<file path="src/rtl/pam_symbol_unpacker.sv">
// Receive-side PAM slicer: rounds left-justified 5-bit samples back to n-bit
// symbols, packs them MSB-first into bytes and hands them out over valid/ready.
module pam_symbol_unpacker (
    input  logic       clk,
    input  logic       rst,
    input  logic [1:0] mode,
    input  logic [4:0] sample_in,
    input  logic       sample_valid,
    output logic       sample_ready,
    input  logic       flush,
    output logic [7:0] byte_out,
    output logic       byte_valid,
    input  logic       byte_ready,
    output logic [1:0] mode_active
);

    // Handshake rule (both sides): a transfer happens on a rising edge where
    // valid && ready; the producer holds data and valid stable until then.

    logic [11:0] acc_q, acc_d;
    logic [3:0]  count_q, count_d;
    logic        flush_pending_q, flush_pending_d;
    logic [1:0]  mode_active_q, mode_active_d;
    logic [7:0]  byte_out_q, byte_out_d;
    logic        byte_valid_q, byte_valid_d;

    logic [1:0]  mode_eff;
    logic [2:0]  k;
    logic [5:0]  rounded;
    logic [4:0]  saturated;
    logic [4:0]  symbol;
    logic        accept;
    logic        slot_free;
    logic [11:0] acc_shifted;
    logic [7:0]  remainder;

    // The slicing order may only change on an empty, byte-aligned accumulator.
    assign mode_eff  = (count_q == 4'd0) ? mode : mode_active_q;
    assign k         = {1'b0, mode_eff} + 3'd2;

    always_comb begin
        rounded   = 6'd0;
        saturated = 5'd0;
        symbol    = sample_in;
        if (k != 3'd5) begin
            rounded   = {1'b0, sample_in} + (6'd1 << (3'd4 - k));
            saturated = rounded[5] ? 5'h1F : rounded[4:0];
            symbol    = saturated >> (3'd5 - k);
        end
    end

    assign sample_ready = !rst && !flush_pending_q && (count_q <= 4'd7);
    assign accept       = sample_valid && sample_ready;
    assign slot_free    = !byte_valid_q || byte_ready;
    assign acc_shifted  = acc_q >> (count_q - 4'd8);
    assign remainder    = acc_q[7:0] << (4'd8 - count_q);

    always_comb begin
        acc_d           = acc_q;
        count_d         = count_q;
        flush_pending_d = flush_pending_q | flush;
        mode_active_d   = mode_eff;
        byte_out_d      = byte_out_q;
        byte_valid_d    = byte_valid_q;

        if (byte_ready) begin
            byte_valid_d = 1'b0;
        end

        if (accept) begin
            acc_d   = (acc_q << k) | {7'd0, symbol};
            count_d = count_q + {1'b0, k};
        end else if (count_q >= 4'd8) begin
            if (slot_free) begin
                byte_out_d   = acc_shifted[7:0];
                byte_valid_d = 1'b1;
                count_d      = count_q - 4'd8;
            end
        end else if (flush_pending_q) begin
            // Full bytes drain first; only a 1..7 bit tail is padded out here.
            if (count_q == 4'd0) begin
                flush_pending_d = 1'b0;
            end else if (slot_free) begin
                byte_out_d      = remainder;
                byte_valid_d    = 1'b1;
                count_d         = 4'd0;
                flush_pending_d = 1'b0;
            end
        end
    end

    always_ff @(posedge clk) begin
        if (rst) begin
            acc_q           <= 12'd0;
            count_q         <= 4'd0;
            flush_pending_q <= 1'b0;
            mode_active_q   <= 2'd0;
            byte_out_q      <= 8'd0;
            byte_valid_q    <= 1'b0;
        end else begin
            acc_q           <= acc_d;
            count_q         <= count_d;
            flush_pending_q <= flush_pending_d;
            mode_active_q   <= mode_active_d;
            byte_out_q      <= byte_out_d;
            byte_valid_q    <= byte_valid_d;
        end
    end

    assign byte_out    = byte_out_q;
    assign byte_valid  = byte_valid_q;
    assign mode_active = mode_active_q;

endmodule

</file>
<file path="config.mk">
export PLATFORM = sky130hd
export DESIGN_NAME = pam_symbol_unpacker
export DESIGN_NICKNAME = d
export VERILOG_FILES = /design/src/rtl/pam_symbol_unpacker.sv
export SDC_FILE = /design/constraint.sdc
export NUM_CORES = 1
export LEC_CHECK = 0
export ABC_AREA = 1
export CORE_MARGIN = 3
export CORE_UTILIZATION = 48
export DETAILED_ROUTE_END_ITERATION = 12
export PLACE_DENSITY_LB_ADDON = 0.08
export SLEW_MARGIN = 20
export SYNTH_ARGS = -nofsm -noshare
export SYNTH_HDL_FRONTEND = slang
export SYNTH_SLANG_ARGS = --single-unit
</file>
<file path="constraint.sdc">
create_clock -name clk -period 3.1 [get_ports clk]
set_input_delay 0.62 -clock clk [delete_from_list [all_inputs] [get_ports clk]]
set_output_delay 0.62 -clock clk [all_outputs]
set_load 0.01 [all_outputs]
</file>
==> results of run 1 <==
[flip-flops by register name, indices dropped and copies added (netlist names), named ones only]
name and count:
acc_q 11, byte_out 8, count_q 4, mode_active 2
byte_valid 1, flush_pending_q 1
[metrics by stage]
step                utilization  cell area, sq um  std cells  hold WS [ns]  setup WS (ns)
floorplan                     -              2390        405         0.455          0.376
global placement          0.564              2680        489         0.480          0.265
detailed placement        0.564              2680        489         0.474          0.223
CTS                       0.575              2740        493         0.496          0.307
global route              0.575              2740        493         0.522        0.00738
finish                    0.575              2740        493         0.495          0.304
[per-layer routing]
metal | track usage | vias to the layer above | routed length [um]
li1 | - | 1347 | -
met1 | 0.273 | 1144 | 2800
met2 | 0.384 | 77 | 2820
met3 | 0.0260 | 6 | 298
met4 | 0.0634 | 0 | 80
met5 | 0 | - | 0
[synthesized netlist by cell type (all sizes together), types with 2 or more instances]
cell and n:
nand2 136, nand3 57, inv 44, o21ai 37, nor2 36, dfxtp 28
a21oi 18, buf 10, ha 9, clkbuf 6, o21a 6, nand3b 3
o211ai 3, nand4 2
[report_power, final]
group,switching (W),internal (W)
clock network,0.000119,0.000114
registers,0.0000464,0.000403
logic,0.000385,0.000246
total,0.000551,0.000763
[area by class of cell]
cell class	instances	area [sq um]
Fill cell	525	2020
Inverter	45	169
Tap cell	67	83.8
Multi-Input combinational cell	316	1560
Clock buffer	4	55.1
Timing Repair Buffer	33	305
Sequential cell	28	561
[kinds of logic after synthesis]
group | count (synthesis) | share of synthesized area
AO/OA/AOI/OAI | 67 | 0.161
XOR/XNOR | 2 | 0.00734
adder cells (fa/ha/maj) | 10 | 0.0556
buffers and inverters | 61 | 0.112
flip-flops | 28 | 0.235
other | 1 | 0.00157
AND/OR/NAND/NOR | 235 | 0.427
[worst min-delay path by stage]
stage / startpoint / end / slack, ns / cells after the start
2_1_floorplan: flush_pending_q / flush_pending_q / 0.45 / 1
3_3_place_gp: flush_pending_q / flush_pending_q / 0.48 / 1
3_5_place_dp: flush_pending_q / flush_pending_q / 0.47 / 1
4_1_cts: flush_pending_q / flush_pending_q / 0.50 / 1
5_1_grt: flush_pending_q / flush_pending_q / 0.52 / 1
6_report: flush_pending_q / flush_pending_q / 0.49 / 1
[critical path: stages (launching register included)]
cell	delay (ns)
sky130_fd_sc_hd__dfxtp_1	0.33
sky130_fd_sc_hd__inv_2	0.21
sky130_fd_sc_hd__ha_1	0.35
sky130_fd_sc_hd__nand2_2	0.15
sky130_fd_sc_hd__nand2_2	0.10
sky130_fd_sc_hd__nand2_4	0.06
sky130_fd_sc_hd__nor2_2	0.14
sky130_fd_sc_hd__ha_1	0.22
sky130_fd_sc_hd__inv_1	0.07
sky130_fd_sc_hd__fa_1	0.39
sky130_fd_sc_hd__nand3b_1	0.19
sky130_fd_sc_hd__nand3_1	0.09
sky130_fd_sc_hd__nand2_1	0.07
sky130_fd_sc_hd__o21ai_0	0.15
sky130_fd_sc_hd__nand3_1	0.08
sky130_fd_sc_hd__nand2_1	0.06
sky130_fd_sc_hd__nand2_1	0.05
[layout by cell type, fill, tap and decap left out]
master and n:
sky130_fd_sc_hd__nand2_2 6, sky130_fd_sc_hd__nand3_1 57, sky130_fd_sc_hd__o21ai_0 28, sky130_fd_sc_hd__xor2_1 1
sky130_fd_sc_hd__o21ai_2 2, sky130_fd_sc_hd__o21a_1 6, sky130_fd_sc_hd__a31oi_1 1, sky130_fd_sc_hd__clkinv_1 1
sky130_fd_sc_hd__inv_1 41, sky130_fd_sc_hd__xnor2_1 1, sky130_fd_sc_hd__buf_4 10, sky130_fd_sc_hd__nand2_1 129
sky130_fd_sc_hd__a21oi_1 17, sky130_fd_sc_hd__clkbuf_8 4, sky130_fd_sc_hd__a21oi_4 1, sky130_fd_sc_hd__a22oi_1 1
sky130_fd_sc_hd__nand2_4 1, sky130_fd_sc_hd__inv_2 3, sky130_fd_sc_hd__o21ai_1 7, sky130_fd_sc_hd__fa_1 1
sky130_fd_sc_hd__and2_1 1, sky130_fd_sc_hd__nand3b_1 3, sky130_fd_sc_hd__a311oi_1 1, sky130_fd_sc_hd__ha_1 9
sky130_fd_sc_hd__nand4_1 2, sky130_fd_sc_hd__nor2_1 30, sky130_fd_sc_hd__clkdlybuf4s50_1 23, sky130_fd_sc_hd__o211ai_1 3
sky130_fd_sc_hd__dfxtp_1 28, sky130_fd_sc_hd__nor2_2 4, sky130_fd_sc_hd__conb_1 2, sky130_fd_sc_hd__nor2_4 2
==> flow_summary.toml, run 1 <==
[clocking]
cts-hold-fix-buffers = 0
cts.sink_count = 28
cts.htree.levels = 1
tritoncts = "yes"
clk_latency_ns = 0.27
clk_pin_slew_worst_paths_ns = 0.10
postcts_setup_bufs = 0
root_buffer = "sky130_fd_sc_hd__clkbuf_8"
postCtsResizedCells = 0
cts-buffers-inserted = 3
clock_path_buffers = 2

[final_layout]
num-nets-final = 449
area.growth.synth_to_final_pct = 14.6
antenna_diode_count = 0
final_layout_size_suffix_gt1_frac = 0.0775

[timing]
min_period_ns = 2.80
max_freq_ghz = 0.358
sum_of_negative_setup_slack_ns = 0
final_cycle_utilization_of_the_critical_path = 0.902
hold_viol_final = 0
slew_violations = 0
rsz0062_at_grt = "no"
slew_headroom = 0.653
final-setup-viol-count = 0
final.setup_skew_ns = 0.00236
worst_slew_pin_slew_ns = 0.519

[floorplanning]
core-area_sq_um = 4750
die_h_um = 76.5
initial_core_util = 0.502
die_x_um = 76.5
die_area_sq_um = 5850
ports = 24
total_number_of_placement_rows = 25

[route]
ant_nets = 0
drc = 0
starting_drc_count_in_detailed_routing = 198
routed_via_density = 5.22
finalWirelength_mm = 6.00
firstDrtPassIters = 4
detailroute.via_count = 2574
route.detailed.wl_per_inst_um = 12.2

[grt]
grt_remaining_overflow = 0
first_global_vias = 2472
grt_use_total = 0.217
antenna_violations_before_repair = 0
grt_start_max_net_pins = 19
grt_first_pass_wirelength_mm = 10.8

[critical_path]
timing.critical_path.fanout_max = 13
setup.worst_path.start_class = "flip-flop"
timing_worst_setup_path_type = "flip-flop to flip-flop"
arrival_ns = 2.97
critical_path.endpoint_type = "flip-flop"
regToRegSetupSlack_ns = 0.30
crit_end = "acc_q[3]"
crit-reg2reg-launch = "count_q[0]"
timing.reg2reg.worst_path_depth = 16
worstPathRequired_ns = 3.28
startpoint = "count_q[0]"
worst_r2r_endpoint = "acc_q[3]"

[place]
portBuffers = 23
dpl.hpwl_mm = 4.69
gp_congestion = 0.916

[power_and_ir_drop]
leakagePower_nw = 1.29
total_power_w = 0.00131
vdd.ir_drop.worst_uv = 229
power_density_nw_per_um2 = 480

[synthesis]
gate_count_of_the_mapped_netlist = 404
synth.cell_area_sq_um = 2390
postSynthAreaPerCell_sq_um = 5.91
yosys_warnings = 0
synth.yosys.seq_area_share = 0.235
synth.ff_latch_count = 28
synthTopCellsByArea = "sky130_fd_sc_hd__dfxtp_1, sky130_fd_sc_hd__nand2_1, sky130_fd_sc_hd__nand3_1"
postSynth.topFlopCell = "sky130_fd_sc_hd__dfxtp_1"
synth_async_sr_flop_share = 0
yosys.area.top_type_share = 0.235
number_of_distinct_library_cell_variants_in_the_gate_level_netlist_after_synthesis = 33
synth-edff-count = 0
synth_largest_area_cell = "sky130_fd_sc_hd__dfxtp_1"

[worst_hold_path]
class_of_the_worst_hold_path = "flip-flop to flip-flop"

[status]
status = "complete, no violations"

[flow_run]
maxCapViolCount = 0
No activity file was read; power rests on OpenSTA's default activity.
==> run 2, diff against run 1 <==
==> constraint.sdc (replaced) <==
create_clock -name clk -period 2.8 [get_ports clk]
set_input_delay 0.56 -clock clk [delete_from_list [all_inputs] [get_ports clk]]
set_output_delay 0.56 -clock clk [all_outputs]
set_load 0.01 [all_outputs]
==> flow_summary.toml, run 2 (same netlist as run 1, synthesis figures left out) <==
[clocking]
cts.sink_count = 28
cts.htree.levels = 1
cts-buffers-inserted = 3
tritoncts = "yes"
cts-hold-fix-buffers = 0
clk_latency_ns = 0.28
root_buffer = "sky130_fd_sc_hd__clkbuf_8"
clock_path_buffers = 2
clk_pin_slew_worst_paths_ns = 0.09
postcts_setup_bufs = 0

[floorplanning]
ports = 24
core-area_sq_um = 4750
die_x_um = 76.5
die_area_sq_um = 5850
die_h_um = 76.5
total_number_of_placement_rows = 25
initial_core_util = 0.502

[route]
finalWirelength_mm = 6.03
route.detailed.wl_per_inst_um = 12.1
detailroute.via_count = 2599
firstDrtPassIters = 4
starting_drc_count_in_detailed_routing = 200
routed_via_density = 5.21
drc = 0
ant_nets = 0

[critical_path]
arrival_ns = 2.76
timing.critical_path.slowest_stage_cell = "sky130_fd_sc_hd__clkdlybuf4s50_1"
max_stage_delay_ns = 0.48
setup.worst_path.start_class = "input pin"
timing_worst_setup_path_type = "input pin to flip-flop"
worstPathRequired_ns = 2.98
worstSetupPathDepth = 15
worstPathBufferInverterCount = 3
critical_path.endpoint_type = "flip-flop"
critPathTopFamily = "simple AND/OR/NAND/NOR gates"
critical_path.cell_chain = "clkdlybuf4s50_1 > inv_1 > nand3_1 > nand2_1 > nor2_2 > ha_1 > inv_1 > fa_1 > nand3b_1 > nand3_1 > nand2_1 > o21ai_0 > nand2_1 > nor2_1 > nor2_1"
timing.reg2reg.worst_path_depth = 16
critical_path.most_common_cell = "sky130_fd_sc_hd__nand2_1"
timing.critical_path.fanout_max = 3
regToRegSetupSlack_ns = 0.25

[timing]
final.setup_skew_ns = 0.00912
rsz0062_at_grt = "no"
slew_headroom = 0.656
min_period_ns = 2.59
final-setup-viol-count = 0
slew_violations = 0
sum_of_negative_setup_slack_ns = 0
hold_viol_final = 0
worst_slew_pin_slew_ns = 0.513
finalWorstSetupSlack_ns = 0.213
final_cycle_utilization_of_the_critical_path = 0.924
max_freq_ghz = 0.386

[final_layout]
num-nets-final = 456
finish.instance_area_sq_um = 2780
count_of_fill_cells_added_during_filler_insertion = 541
register_with_the_most_flip_flops = "acc_q"
final_layout_size_suffix_gt1_frac = 0.0926
antenna_diode_count = 0
area.growth.synth_to_final_pct = 16.4
most-common-layout-cells = "sky130_fd_sc_hd__nand2_1, sky130_fd_sc_hd__nand3_1, sky130_fd_sc_hd__inv_1"
largest_register_ffs = 11
final_common_cell = "sky130_fd_sc_hd__nand2_1"

[grt]
grt_remaining_overflow = 0
first_global_vias = 2367
grt_use_total = 0.213
antenna_violations_before_repair = 0
grt_start_max_net_pins = 19
grt_first_pass_wirelength_mm = 10.6

[place]
portBuffers = 23
dpl.hpwl_mm = 4.73
gp_congestion = 0.916
cell_area_placed_sq_um = 2730
post-place-ws_ns = -0.0505

[power_and_ir_drop]
vdd.ir_drop.worst_uv = 245
total_power_w = 0.00145
power_density_nw_per_um2 = 521
leakagePower_nw = 1.32

[status]
status = "complete, no violations"

[worst_hold_path]
class_of_the_worst_hold_path = "flip-flop to flip-flop"
hold_depth = 1

[flow_run]
maxCapViolCount = 0
## run 2: worst paths after layout
check | from | endpoint
worst max register to register | count_q[0] | acc_q[1]
worst max-delay path | mode[1] | acc_q[1]
worst min-delay path | flush_pending_q | flush_pending_q
worst min register to register | flush_pending_q | flush_pending_q
## run 2: report_power, final
group	leakage, nW	internal, W	switching [W]	total (W)
Sequential	0.230	0.000446	0.0000448	0.000491
Combinational	1.07	0.000289	0.000440	0.000728
Clock	0.0216	0.0000968	0.000130	0.000227
## run 2: routing by layer
metal / vias up / part of all wire / wire, um / track usage
met5: - / 0 / 0 / 0
met1: 1160 / 0.46 / 2770 / 0.278
met4: 0 / 0.010 / 63 / 0.0435
li1: 1355 / - / - / -
met2: 74 / 0.47 / 2850 / 0.375
met3: 10 / 0.056 / 337 / 0.0272
## run 2: timing repair
item / CTS / global route
resized for setup: 0 / 1
hold endpoints to repair: 0 / 0
endpoints found under the setup margin: 0 / 3
## run 2: final cells by class
class	instances	area [sq um]	share of cell area
Tap cell	67	83.8	0.0302
Clock buffer	3	41.3	0.0149
Multi-Input combinational cell	316	1560	0.563
Inverter	45	169	0.0608
Sequential cell	28	561	0.202
Timing Repair Buffer	40	358	0.129
## run 2: stage by stage
stage	util	hold WS, ns	instances
after floorplan	-	0.455	405
after global placement	0.575	0.478	496
after detailed placement	0.575	0.488	496
after CTS	0.583	0.502	499
after global routing	0.584	0.536	499
final	0.584	0.498	499
